$ cat config.mk
export PLATFORM = sky130hd
export DESIGN_NAME = dmem_arbiter
export DESIGN_NICKNAME = d
export VERILOG_FILES = /design/src/rtl/dmem_arbiter.sv
export SDC_FILE = /design/constraint.sdc
export NUM_CORES = 1
export LEC_CHECK = 0
export CORE_AREA = 2 2 119 121
export CTS_CLUSTER_SIZE = 28
export DETAILED_ROUTE_END_ITERATION = 10
export DIE_AREA = 0 0 121 123
export PLACE_DENSITY = 0.72
export SYNTH_ARGS = -nofsm -noshare
export SYNTH_HDL_FRONTEND = slang
export SYNTH_SLANG_ARGS = --single-unit
$ cat constraint.sdc
create_clock -name clk -period 2.29 [get_ports clk]
set_input_delay 0.3435 -clock clk [delete_from_list [all_inputs] [get_ports clk]]
set_output_delay 0.3435 -clock clk [all_outputs]
set_load 0.01 [all_outputs]
$ cat src/rtl/dmem_arbiter.sv
// dmem_arbiter: shares a single-ported data memory between two requesters.
//   Port 0 is the core load/store path, port 1 a DMA/debug master.
//   At most one request is accepted per cycle (valid/ready). Ties go
//   round-robin. A requester can lock ownership for atomic multi-beat
//   sequences, and the lock is bounded to MAX_LOCK beats. Every accepted
//   beat gets exactly one registered response on the next cycle.
// Ports:
//   clk, rst          - clock, synchronous active-high reset
//   rN_valid/ready    - request handshake (ready is combinational)
//   rN_addr/wdata     - byte address and store data
//   rN_we/type/lock   - store flag, access size, keep-ownership request
//   rN_rvalid/rdata   - response pulse and load data (0 for stores)
//   mem_we/addr/wd/type - memory drive; mem_rd - combinational read data
module dmem_arbiter #(
  parameter int unsigned DATA_WIDTH = 32,
  parameter int unsigned MAX_LOCK   = 8
) (
  input  logic                  clk,
  input  logic                  rst,
  input  logic                  r0_valid,
  output logic                  r0_ready,
  input  logic [DATA_WIDTH-1:0] r0_addr,
  input  logic [DATA_WIDTH-1:0] r0_wdata,
  input  logic                  r0_we,
  input  logic                  r0_type,
  input  logic                  r0_lock,
  output logic                  r0_rvalid,
  output logic [DATA_WIDTH-1:0] r0_rdata,
  input  logic                  r1_valid,
  output logic                  r1_ready,
  input  logic [DATA_WIDTH-1:0] r1_addr,
  input  logic [DATA_WIDTH-1:0] r1_wdata,
  input  logic                  r1_we,
  input  logic                  r1_type,
  input  logic                  r1_lock,
  output logic                  r1_rvalid,
  output logic [DATA_WIDTH-1:0] r1_rdata,
  output logic                  mem_we,
  output logic [DATA_WIDTH-1:0] mem_addr,
  output logic [DATA_WIDTH-1:0] mem_wd,
  output logic                  mem_type,
  input  logic [DATA_WIDTH-1:0] mem_rd
);

  typedef enum logic [1:0] {
    IDLE  = 2'd0,
    LOCK0 = 2'd1,
    LOCK1 = 2'd2
  } state_t;

  state_t                state_q, state_d;
  logic                  last_q, last_d;
  logic [7:0]            cnt_q, cnt_d;
  logic [8:0]            cnt_inc;
  logic                  gnt_vld, gnt_sel, gnt_lock;
  logic                  rv0_q, rv0_d, rv1_q, rv1_d;
  logic [DATA_WIDTH-1:0] rd0_q, rd0_d, rd1_q, rd1_d;

  // Grant selection; nothing is granted while reset is held.
  always_comb begin
    gnt_vld = 1'b0;
    gnt_sel = 1'b0;
    if (!rst) begin
      unique case (state_q)
        IDLE: begin
          if (r0_valid && r1_valid) begin
            gnt_vld = 1'b1;
            gnt_sel = ~last_q;
          end else if (r0_valid) begin
            gnt_vld = 1'b1;
          end else if (r1_valid) begin
            gnt_vld = 1'b1;
            gnt_sel = 1'b1;
          end
        end
        LOCK0:   gnt_vld = r0_valid;
        LOCK1: begin
          gnt_vld = r1_valid;
          gnt_sel = 1'b1;
        end
        default: gnt_vld = 1'b0;
      endcase
    end
  end

  assign r0_ready = gnt_vld & ~gnt_sel;
  assign r1_ready = gnt_vld &  gnt_sel;
  assign gnt_lock = gnt_sel ? r1_lock : r0_lock;
  assign cnt_inc  = {1'b0, cnt_q} + 9'd1;

  // Memory drive and next-state / response logic.
  always_comb begin
    mem_we   = 1'b0;
    mem_addr = '0;
    mem_wd   = '0;
    mem_type = 1'b0;
    state_d  = state_q;
    last_d   = last_q;
    cnt_d    = cnt_q;
    rv0_d    = 1'b0;
    rv1_d    = 1'b0;
    rd0_d    = rd0_q;
    rd1_d    = rd1_q;
    if (gnt_vld) begin
      mem_we   = gnt_sel ? r1_we    : r0_we;
      mem_addr = gnt_sel ? r1_addr  : r0_addr;
      mem_wd   = gnt_sel ? r1_wdata : r0_wdata;
      mem_type = gnt_sel ? r1_type  : r0_type;
      last_d   = gnt_sel;
      // Reaching MAX_LOCK beats forces release even if lock is still asked.
      if (gnt_lock && (cnt_inc < 9'(MAX_LOCK))) begin
        state_d = gnt_sel ? LOCK1 : LOCK0;
        cnt_d   = cnt_inc[7:0];
      end else begin
        state_d = IDLE;
        cnt_d   = '0;
      end
      if (gnt_sel) begin
        rv1_d = 1'b1;
        rd1_d = r1_we ? '0 : mem_rd;
      end else begin
        rv0_d = 1'b1;
        rd0_d = r0_we ? '0 : mem_rd;
      end
    end
  end

  always_ff @(posedge clk) begin
    if (rst) begin
      state_q <= IDLE;
      last_q  <= 1'b1;
      cnt_q   <= '0;
      rv0_q   <= 1'b0;
      rv1_q   <= 1'b0;
      rd0_q   <= '0;
      rd1_q   <= '0;
    end else begin
      state_q <= state_d;
      last_q  <= last_d;
      cnt_q   <= cnt_d;
      rv0_q   <= rv0_d;
      rv1_q   <= rv1_d;
      rd0_q   <= rd0_d;
      rd1_q   <= rd1_d;
    end
  end

  // A response registered just before reset is masked so it is never seen.
  assign r0_rvalid = rv0_q & ~rst;
  assign r1_rvalid = rv1_q & ~rst;
  assign r0_rdata  = rst ? '0 : rd0_q;
  assign r1_rdata  = rst ? '0 : rd1_q;

endmodule

==> results.md <==
* Worst relative slew slack at 69.4%
* RSZ-0062 raised after global routing: yes
* DRC viols at 0
* Syn Nets at 586
* CTS tree: yes
* Root Buffer: clkbuf_16
* Worst-skew pair later-pin latency at 0.33 ns
* Die height at 123 µm
* Num Clock Sinks at 77
* Nets@finish at 903
* Row count at 43
* Seq/Total Area, Yosys at 37.5%
* DR iter-0 viols at 118
* Global-route wire length before repair at 25.1 mm
* Flip-flop and latch area at 1540 µm²
* Worst hold path class: flip-flop to flip-flop
* Syn Area/Cell at 9.92 µm²
* Post-synthesis compound-gate area fraction at 16.0%
* Antenna violations before repair at 5
* Htree depth at 3
* Minimum clock period at 2.26 ns
* Detail Placement HPWL at 13.8 mm
* Mux cell area share after synthesis at 17.5%
* CP required at 1.95 ns
* Post-Route Setup TNS at 0 ns
* Final hold vios at 0
* Unique masters post-synth at 32
* Placed cell count at 887
* Post-synthesis simple-gate area fraction at 24.3%
* Drt pass-1 iters at 4
* Worst Path Arrival at 1.91 ns
* Post-route antenna net violation count at 0
* Pleak at 3.37 nW
* Seq cells post-synth at 77
* Main combinational cell family by area after synthesis: simple AND/OR/NAND/NOR gates
* Post-Synth Adder-Cell Area at 0.304%
* Area used by multi-input combinational logic at 2420 µm²
* Clock buffer depth at 2
* Largest stage delay, worst path at 0.33 ns
* Die W at 121 µm
* Commonest non-fill, non-tap cell in the layout: clkdlybuf4s50_1
* Final std cells w/o fill at 922
* Total CTS buffers at 9
* Layout cells sized above 1 at 19.0%
* Largest net degree at the start of global routing at 43
* Vias at 4468
* Worst path top cell family by delay: buffers and inverters
* Post-synth EDFFs at 0
* Worst setup EP type: output pin
* Die Area at 14900 µm²
* Synth warnings at 0
* Max-cap viol count at 0
* Total Wirelength at 17.6 mm
* Grt total ovfl at 0
* Syn-to-layout area delta at 90.7%
* R2R Setup Slk at 0.36 ns
* Final Max Slew Viols at 0
* Fill cells at 1206
* Port Buf Inserts at 303
* PwrDens at 509 nW/µm²
* Outcome: completed
* Initial Utilization at 30.2%
* Worst Setup Start Kind: flip-flop
* Post-synthesis async set-or-reset flop share at 0%
* Worst-path clk slew at 0.06 ns
* RePlAce Congestion at 1.04
* Ys flop type: dfxtp_1
* I/O pin count at 304
* Worst Setup Slack, final at 0.0343 ns
* Crit path buffers/inverters at 6
* Post-Synth XOR/XNOR Area at 0%
* Peak fanout along the critical path at 6
* Critical-path cell list: and3b_2 -> nor3_4 -> buf_6 -> buf_6 -> buf_6 -> buf_16 -> buf_6 -> a22o_1 -> buf_2
* Slew @ Worst Pin at 0.459 ns
* Mapped Area at 4120 µm²
* Clk_skew at 0.00689 ns
* Hold Buf Count CTS at 0
* Max Clk Rate at 443 MHz
* Wire length per cell at 19.1 µm
* Top cell by count, worst path: buf_6
* GR Util All Layers at 22.5%
* CORE AREA at 13600 µm²
* Dpl ws at -0.369 ns
* Minimum hold slack at 0.481 ns
* Path type of the worst setup path: flip-flop to output pin
* Post-DP Area at 7440 µm²
* Most frequent cells in the layout: clkdlybuf4s50_1 (232), nor2b_1 (131), dfxtp_1 (75), a22o_1 (65), mux2_2 (62)
* Final Cell Area at 7850 µm²
* IR drop worst, VDD at 0.321 mV
* Setup Viol. Count Final at 0
* Vias per inst at 4.85
* Vias in the first global route at 4483
* Period utilization at 98.5%
* Post-Synthesis Cells at 415
* CP max-delay cell: dfxtp_2
## state kept, by name, indices dropped and copies added (netlist names)
| register | flops |
|---|---|
| rv1_q | 1 |
| rd1_q | 32 |
| rd0_q | 32 |
| cnt_q | 8 |
| rv0_q | 1 |
| last_q | 1 |
| state_q | 2 |
## cell usage after synthesis, drive strengths merged, types with 2 or more instances
cell | instances | area share, %
a21oi | 2 | 0.24
a22o | 66 | 14
a31oi | 2 | 0.30
a32o | 2 | 0.49
and3 | 5 | 0.79
buf | 24 | 3.2
clkbuf | 13 | 1.2
dfxtp | 77 | 37
mux2 | 64 | 18
nand2 | 5 | 0.46
nand2b | 2 | 0.49
nor2 | 5 | 0.46
nor2b | 131 | 20
nor3 | 5 | 0.73
## layout make-up
class                   count  area share, %
multi-input cells         300           30.8
inverters                   1         0.0478
clock buffers              11           2.97
repair buffers            343           42.5
clock inverters             5          0.957
well taps                 180           2.87
diodes                      5          0.159
flip-flops and latches     77           19.7
## what timing repair did
item / in CTS / in global routing
buffers inserted: 10 / 1
setup endpoints to repair: 68 / 11
cloned: 3 / 0
pin swaps: 5 / 2
gates resized for setup: 122 / 4
## power breakdown
part	leakage [nW]	internal [W]	switching [W]	total, W
sequential	0.628	0.00141	0.0000172	0.00143
clock	0.153	0.000949	0.000524	0.00147
combinational	2.59	0.000673	0.000427	0.00110
## kinds of logic after synthesis
family / count (synthesis)
AO/OA/AOI/OAI: 75
adder cells (fa/ha/maj): 1
buffers and inverters: 38
flip-flops: 77
multiplexers: 64
AND/OR/NAND/NOR: 160
## worst paths after layout
| kind | to | from | cells past startpoint |
|---|---|---|---|
| setup / recovery | mem_wd[25] | state_q[1] | 9 |
| setup reg to reg | rd1_q[29] | state_q[1] | 7 |
| hold / removal | cnt_q[5] | cnt_q[5] | 1 |
| hold reg to reg | cnt_q[5] | cnt_q[5] | 1 |
## routing by layer
layer | share of wire, % | track usage [%] | wire length (µm)
met3 | 8.4 | 5.40 | 1480
met1 | 36 | 24.0 | 6320
met4 | 3.7 | 13.4 | 656
met5 | 0 | 0 | 0
met2 | 52 | 40.5 | 9110
## stage by stage
stage | utilization (%) | total power (W)
4_1_cts | 57.4 | 0.00403
2_1_floorplan | - | 0.00189
3_5_place_dp | 54.7 | 0.00257
6_report | 57.7 | 0.00400
3_3_place_gp | 54.7 | 0.00256
5_1_grt | 57.7 | 0.00417
Power figures use the tool's default switching activity.
